===== config.mk =====
export PLATFORM = sky130hd
export DESIGN_NAME = serial_tx
export DESIGN_NICKNAME = d
export VERILOG_FILES = /design/src/rtl/calc_pkg.sv /design/src/rtl/tx_bit_timer.sv /design/src/rtl/serial_tx.sv
export SDC_FILE = /design/constraint.sdc
export NUM_CORES = 1
export LEC_CHECK = 0
export CORE_MARGIN = 2
export CORE_UTILIZATION = 45
export DETAILED_ROUTE_END_ITERATION = 10
export DONT_BUFFER_PORTS = 1
export GPL_TIMING_DRIVEN = 0
export RECOVER_POWER = 50
export SYNTH_ARGS = -nofsm -noshare
export SYNTH_HDL_FRONTEND = slang
export SYNTH_SLANG_ARGS = --single-unit

===== constraint.sdc =====
create_clock -name clk -period 2.7 [get_ports clk]
set_clock_uncertainty 0.1 [all_clocks]
set_input_delay 0.54 -clock clk [delete_from_list [all_inputs] [get_ports clk]]
set_output_delay 0.54 -clock clk [all_outputs]
set_load 0.02 [all_outputs]

===== src/rtl/calc_pkg.sv =====
// Shared calculator definitions: transmitter state encoding and default sizing.
package calc_pkg;

  localparam int CALC_WIDTH = 16;
  localparam int TX_DIV     = 2;

  typedef enum logic [1:0] {
    IDLE  = 2'd0,
    SHIFT = 2'd1,
    DONE  = 2'd2
  } tx_state_t;

endpackage


===== src/rtl/tx_bit_timer.sv =====
// Bit-period timer: a down-counter that flags the last cycle of every DIV-cycle bit period.
module tx_bit_timer #(
  parameter int DIV = 2
) (
  input  logic clk,
  input  logic reset,
  input  logic clr,
  input  logic en,
  output logic tick
);

  localparam int TW = (DIV > 1) ? $clog2(DIV) : 1;
  localparam logic [TW-1:0] RELOAD = TW'(DIV - 1);

  logic [TW-1:0] cnt_q, cnt_d;

  always_comb begin
    cnt_d = cnt_q;
    if (clr) begin
      cnt_d = RELOAD;
    end else if (en) begin
      cnt_d = (cnt_q == '0) ? RELOAD : cnt_q - 1'b1;
    end
  end

  always_ff @(posedge clk or negedge reset) begin
    if (!reset) cnt_q <= '0;
    else        cnt_q <= cnt_d;
  end

  // With DIV=1 the counter is pinned at zero, so tick follows en.
  assign tick = en && (cnt_q == '0);

endmodule


===== src/rtl/serial_tx.sv =====
// Serial result transmitter: captures a result word and shifts it out MSB first.
// Define SERIAL_TX_PARITY_EN to append an even-parity bit after the LSB.
//
// state | meaning
// IDLE  | waiting for TxData; SampleData loads the holding register
// SHIFT | frame bits on DOut, each held DIV cycles, TxValid high
// DONE  | single cycle, TxDone pulse, then back to IDLE
module serial_tx
  import calc_pkg::*;
#(
  parameter int WIDTH = CALC_WIDTH,
  parameter int DIV   = TX_DIV
) (
  input  logic             clk,
  input  logic             reset,
  input  logic [WIDTH-1:0] DataIn,
  input  logic             SampleData,
  input  logic             TxData,
  output logic             DOut,
  output logic             TxValid,
  output logic             TxBusy,
  output logic             TxDone
);

`ifdef SERIAL_TX_PARITY_EN
  localparam int PAR = 1;
`else
  localparam int PAR = 0;
`endif
  localparam int FW = WIDTH + PAR;
  localparam int CW = $clog2(WIDTH + 1);
  localparam logic [CW-1:0] LAST_BIT = CW'(FW - 1);

  tx_state_t        state_q, state_d;
  logic [WIDTH-1:0] hold_q, hold_d;
  logic [FW-1:0]    shift_q, shift_d;
  logic [CW-1:0]    bit_cnt_q, bit_cnt_d;
  logic             dout_q, dout_d;
  logic             valid_q, valid_d;
  logic             busy_q, busy_d;
  logic             done_q, done_d;

  logic             timer_clr, timer_en, tick;
  logic [WIDTH-1:0] load_word;
  logic [FW-1:0]    load_frame;

  // A same-cycle sample bypasses the holding register into the frame.
  assign load_word = SampleData ? DataIn : hold_q;

`ifdef SERIAL_TX_PARITY_EN
  assign load_frame = {load_word, ^load_word};
`else
  assign load_frame = load_word;
`endif

  tx_bit_timer #(.DIV(DIV)) u_bit_timer (
    .clk   (clk),
    .reset (reset),
    .clr   (timer_clr),
    .en    (timer_en),
    .tick  (tick)
  );

  always_comb begin
    state_d   = state_q;
    hold_d    = hold_q;
    shift_d   = shift_q;
    bit_cnt_d = bit_cnt_q;
    timer_clr = 1'b0;
    timer_en  = 1'b0;
    case (state_q)
      IDLE: begin
        if (SampleData) hold_d = DataIn;
        if (TxData) begin
          state_d   = SHIFT;
          shift_d   = load_frame;
          bit_cnt_d = '0;
          timer_clr = 1'b1;
        end
      end
      SHIFT: begin
        timer_en = 1'b1;
        if (tick) begin
          if (bit_cnt_q == LAST_BIT) begin
            state_d = DONE;
          end else begin
            shift_d   = {shift_q[FW-2:0], 1'b0};
            bit_cnt_d = bit_cnt_q + 1'b1;
          end
        end
      end
      DONE:    state_d = IDLE;
      default: state_d = IDLE;
    endcase
  end

  // Outputs are decoded from next-state values so they can be registered without added latency.
  always_comb begin
    dout_d  = (state_d == SHIFT) && shift_d[FW-1];
    valid_d = (state_d == SHIFT);
    busy_d  = (state_d != IDLE);
    done_d  = (state_d == DONE);
  end

  always_ff @(posedge clk or negedge reset) begin
    if (!reset) begin
      state_q   <= IDLE;
      hold_q    <= '0;
      shift_q   <= '0;
      bit_cnt_q <= '0;
      dout_q    <= 1'b0;
      valid_q   <= 1'b0;
      busy_q    <= 1'b0;
      done_q    <= 1'b0;
    end else begin
      state_q   <= state_d;
      hold_q    <= hold_d;
      shift_q   <= shift_d;
      bit_cnt_q <= bit_cnt_d;
      dout_q    <= dout_d;
      valid_q   <= valid_d;
      busy_q    <= busy_d;
      done_q    <= done_d;
    end
  end

  assign DOut    = dout_q;
  assign TxValid = valid_q;
  assign TxBusy  = busy_q;
  assign TxDone  = done_q;

endmodule


==> results.tsv, run 1 <==
metric	value	unit
status	complete, but fails checks	
failing checks	capacitance limit, slew limit	
Post-synth ARST share	100	%
Routed Antenna Nets	0	
Die H	69.9	µm
area of the mapped netlist	0.00195	mm²
core area	0.00409	mm²
Total GRT Usage	14.9	%
Post-synth EDFFs	0	
worst min path class	in2reg	
fin nets	184	
Yosys cell types	29	
Starting Density	47.8	%
Yosys reg bits	44	
combinational share of power	31.3	%
Max Fanout on Critical Path	10	
worst vdd ir	0.479	mV
ANT cells	0	
design area	0.00212	mm²
switching power	0.677	mW
Synth area leader	dfrtp_1	
CP endpoint kind	register	
setup_tns	0	ns
Syn. warnings	0	
Sw Share	31.8	%
TritonCTS clock tree	built	
CTS Sinks	44	
Num CTS Buffers	5	
Clock Power Share	17.8	%
# IOs	24	
Die X	69.9	µm
critical path arrival	2.53	ns
initial antenna violation count	0	
via count	1209	
total of max-cap violations	1	
first-pass GRT wire length	5880	µm
Flop pwr share	51.0	%
Pwr Density	1000	mW/mm²
final hold viol count	0	
commonest non-fill, non-tap cells in the layout	44 x dfrtp_1, 17 x mux2_2, 15 x nor2_1, 15 x mux2i_1, 14 x a221o_1	
DPL Wire Length	2260	µm
initial drt markers	63	
Fmax	0.406	GHz
post-layout min period	2.46	ns
Int Pwr	1.45	mW
Critical Path RT	2.77	ns
row count	23	
area of placed instances	0.00202	mm²
Routed WL	3350	µm
final setup fails	0	
global placement routability congestion	0.705	
vias per cell	5.70	
main flop type after synthesis	dfrtp_1	
LEAKAGE	0.989	nW
Worst-path clk slew	0.08	ns
Residual DRC	0	
Power Total	2.13	mW
share of cells above drive strength 1	22.2	%
Worst-Skew Late Latency	0.28	ns
Max Root-Sink Buffers	2	
Gate Count Post-Synth	151	
startpoint types	register	
crit path kind	reg2reg	
gr ovfl total	0	
Area contributors post-synth	dfrtp_1 56%, mux2_2 9.8%, mux2i_1 7.7%	
register area share after synthesis	56.4	%
drt pass-1 iters	4	
crit share post-route	91.1	%
# H-tree levels	2	
Slew Viols, Final	45	
area grow syn2layout	8.78	%
most common cell after layout, fill and taps aside	dfrtp_1	
Syn Area/Cell	12.9	µm²
routed wire length per instance	15.8	µm
Worst Max-Slew Pin Slew	1.91	ns
largest net degree at the start of global routing	45	
CTS root buffer	clkbuf_8	
PortBufs	0	
Slew headroom	-27.6	%
die area	0.00488	mm²
number of global-route vias before repair	1200	
Syn Nets	173	
post-synth top area share	56.4	%
RSZ-0062 raised after global routing	no	
post-cts repair resize count	0	
==> power groups by stage <==
stage | Combinational [mW] | Sequential [mW] | Clock (mW)
3_3_place_gp | 0.602 | 1.09 | 0
4_1_cts | 0.639 | 1.08 | 0.393
2_1_floorplan | 0.518 | 1.05 | 0
3_5_place_dp | 0.623 | 1.09 | 0
6_report | 0.665 | 1.08 | 0.378
5_1_grt | 0.755 | 1.11 | 0.417
==> synthesized netlist by cell type, types with 3 or more instances <==
cell	n
dfrtp_1	44
mux2_2	17
mux2i_1	15
nor2_1	15
a221o_1	14
buf_2	6
inv_1	5
o21ai_0	5
nand3_1	3
==> layer usage <==
layer  routed length [µm]  up-vias  track usage, %  part of all wire, %
li1                     -      575               -                    -
met1                 1710      611            23.3                   51
met2                 1490       21            20.8                   44
met3                  133        2            3.90                  4.0
met4                   17        0            3.21                 0.51
met5                    0        -               0                    0
==> cells by family (layout without fill, tap and decap cells) <==
logic type	count (synthesis)	count (layout)	share of synthesized area, %
flip-flops	44	44	56.4
multiplexers	32	32	17.5
AO/OA/AOI/OAI	29	29	12.1
AND/OR/NAND/NOR	29	29	8.90
buffers and inverters	15	26	3.84
adder cells (fa/ha/maj)	2	2	1.28
==> state kept, by name, summed over array words and instances, names as in the netlist <==
register,flops
state_q,2
hold_q,16
DOut,1
bit_cnt_q,5
u_bit_timer.cnt_q,1
shift_q,16
TxBusy,1
TxValid,1
TxDone,1
==> critical path, stage by stage, from the launching register on <==
cell	delay (ns)
dfrtp_1	0.41
ha_1	0.22
and3_1	0.18
ha_1	0.26
nor4b_4	0.38
nor2_1	0.22
buf_2	0.26
a221o_1	0.31
==> stage by stage <==
| stage | cells | hold slack, ns | util (%) | setup WS [ns] |
|---|---|---|---|---|
| floorplan | 151 | 0.144 | - | 0.390 |
| global placement | 201 | 0.145 | 49.3 | 0.0905 |
| detailed placement | 201 | 0.145 | 49.3 | 0.0655 |
| CTS | 209 | 0.00116 | 51.7 | 0.0488 |
| global route | 212 | 0.288 | 52.0 | 0.0760 |
| finish | 212 | 0.299 | 52.0 | 0.239 |
==> repair_timing <==
| action | 4_1_cts | 5_1_grt |
|---|---|---|
| endpoints found under the setup margin | 0 | 7 |
| endpoints found under the hold margin | 44 | 0 |
| setup buffers | 0 | 3 |
| hold buffers | 1 | 0 |
==> area by class of cell <==
cell class | count | area, µm²
Buffer | 10 | 52.6
Clock inverter | 1 | 5.00
Inverter | 5 | 18.8
Sequential cell | 44 | 1100
Clock buffer | 6 | 72.6
Multi-Input combinational cell | 92 | 777
Fill cell | 383 | 1960
Timing Repair Buffer | 4 | 35.0
Tap cell | 50 | 62.6
==> worst paths after layout <==
check	end	depth (start not counted)	slack, ns	startpoint
setup / recovery	shift_q[9]	7	0.24	bit_cnt_q[0]
hold / removal	hold_q[2]	1	0.30	DataIn[2]
setup reg to reg	shift_q[9]	7	0.24	bit_cnt_q[0]
hold reg to reg	bit_cnt_q[4]	1	0.39	bit_cnt_q[4]
max in group asynchronous	shift_q[10]	1	0.61	reset
min in group asynchronous	hold_q[4]	1	0.79	reset
No activity file was read; power rests on OpenSTA's default activity.
==> run 2: changes to the inputs <==
- GPL_TIMING_DRIVEN: 0 -> not set
==> run 2 against run 1 <==
Compared with the run above: the flow now finishes without violations; cell area is 2.1% lower; largest cell class unchanged; largest power group unchanged; combinational power decreased by 11%; sequential share of layout area increased by 1.1 points; register-to-register slack hardly changed; core utilization is 1.1 points lower; total power is 1.4% lower; first-iteration DRC count fell by 43%; clock-buffer cell count increased by 2; critical path depth down 1.
==> results.tsv, run 2 (synthesis gave the netlist of run 1 again) <==
metric	value	unit
Die X	69.9	µm
Post-CTS Setup Inserts	0	
fin nets	174	
row count	23	
reg2reg path depth	6	
first-pass GRT wire length	5530	µm
TritonCTS clock tree	built	
post-layout min period	2.46	ns
initial drt markers	36	
Worst-Skew Late Latency	0.29	ns
setup_tns	0	ns
crit path kind	reg2reg	
worst hold slack	0.291	ns
design area	0.00208	mm²
CTS root buffer	clkbuf_8	
DPL Wire Length	2060	µm
largest net degree at the start of global routing	45	
Fmax	0.407	GHz
crit share post-route	91.0	%
Int Pwr	1.44	mW
switching power	0.655	mW
area grow syn2layout	6.47	%
Reg area	0.00110	mm²
reg2reg end	bit_cnt_q[3]	
critical path arrival	2.57	ns
commonest non-fill, non-tap cells in the layout	44 x dfrtp_1, 17 x mux2_2, 15 x nor2_1, 15 x mux2i_1, 14 x a221o_1	
Clock Power Share	19.8	%
Routed Antenna Nets	0	
Pwr Density	1010	mW/mm²
area of placed instances	0.00197	mm²
# IOs	24	
biggest registers after layout	hold_q (16), shift_q (16), bit_cnt_q (5)	
core area	0.00409	mm²
CTS Sinks	44	
via count	1183	
Routed WL	3180	µm
Sw Share	31.2	%
vias per cell	5.83	
# H-tree levels	2	
worst vdd ir	0.368	mV
startpoint types	register	
PortBufs	0	
Worst Max-Slew Pin Slew	1.12	ns
Starting Density	47.8	%
die area	0.00488	mm²
RSZ-0062 raised after global routing	no	
Slew headroom	25.4	%
CP endpoint kind	register	
LEAKAGE	0.951	nW
post-cts repair resize count	0	
Residual DRC	0	
worst min path class	in2reg	
Filler Cell Count	387	
WHS Endpoint	hold_q[12]	
share of cells above drive strength 1	19.0	%
routed wire length per instance	15.7	µm
Num CTS Buffers	5	
Worst-path clk slew	0.08	ns
cts-stage hold buffer count	2	
Reg-to-Reg Start	bit_cnt_q[0]	
combinational share of power	28.2	%
drt pass-1 iters	4	
status	finished, final reports clean	
hold depth	1	
area of the multi-input gates	777	µm²
Slew Viols, Final	0	
final hold viol count	0	
initial antenna violation count	0	
most common cell after layout, fill and taps aside	dfrtp_1	
Critical Path RT	2.81	ns
Max Root-Sink Buffers	2	
gr ovfl total	0	
total of max-cap violations	0	
Power Total	2.10	mW
final setup fails	0	
number of global-route vias before repair	1148	
Hold Startpoint	DataIn[12]	
Die H	69.9	µm
R2R Setup Slk	0.24	ns
ANT cells	0	
Flop pwr share	52.0	%
Total GRT Usage	14.4	%
Max Fanout on Critical Path	8	
global placement routability congestion	0.776	
[run 2: routing by layer]
metal	up-vias	global-route usage, %	share of wire, %
li1	555	-	-
met1	600	18.9	46
met2	23	22.0	47
met3	5	5.48	5.2
met4	0	5.13	1.5
met5	-	0	0
[run 2: layout make-up]
type                    instances  area share, %
inverters                       5          0.903
well taps                      50           3.01
repair buffers                  4           1.44
flip-flops and latches         44           52.9
clock buffers                   8           4.33
multi-input cells              92           37.4
[run 2: worst max path at each step]
stage,from,endpoint
floorplan,bit_cnt_q[0],shift_q[14]
global placement,bit_cnt_q[0],bit_cnt_q[3]
detailed placement,bit_cnt_q[0],bit_cnt_q[3]
CTS,bit_cnt_q[0],bit_cnt_q[3]
global route,bit_cnt_q[0],shift_q[3]
finish,bit_cnt_q[0],bit_cnt_q[3]
[run 2: critical path: stages, from the launching register on]
cell     delay, ns
dfrtp_1       0.41
ha_1          0.22
and3_1        0.18
ha_1          0.26
or4b_1        0.67
or3_1         0.39
a21oi_1       0.16
[run 2: power groups by stage]
| stage | clock network, mW | registers [mW] | logic (mW) |
|---|---|---|---|
| floorplan | 0 | 1.05 | 0.518 |
| global placement | 0 | 1.09 | 0.570 |
| detailed placement | 0 | 1.10 | 0.588 |
| CTS | 0.440 | 1.09 | 0.604 |
| global route | 0.458 | 1.13 | 0.673 |
| finish | 0.416 | 1.09 | 0.590 |
[run 2: per-stage QoR]
stage               instances  worst slack, ns  utilization (%)
floorplan                 151            0.390                -
global placement          193            0.349             48.3
detailed placement        193            0.255             48.3
CTS                       203            0.246             51.4
global route              203            0.121             50.9
finish                    203            0.244             50.9
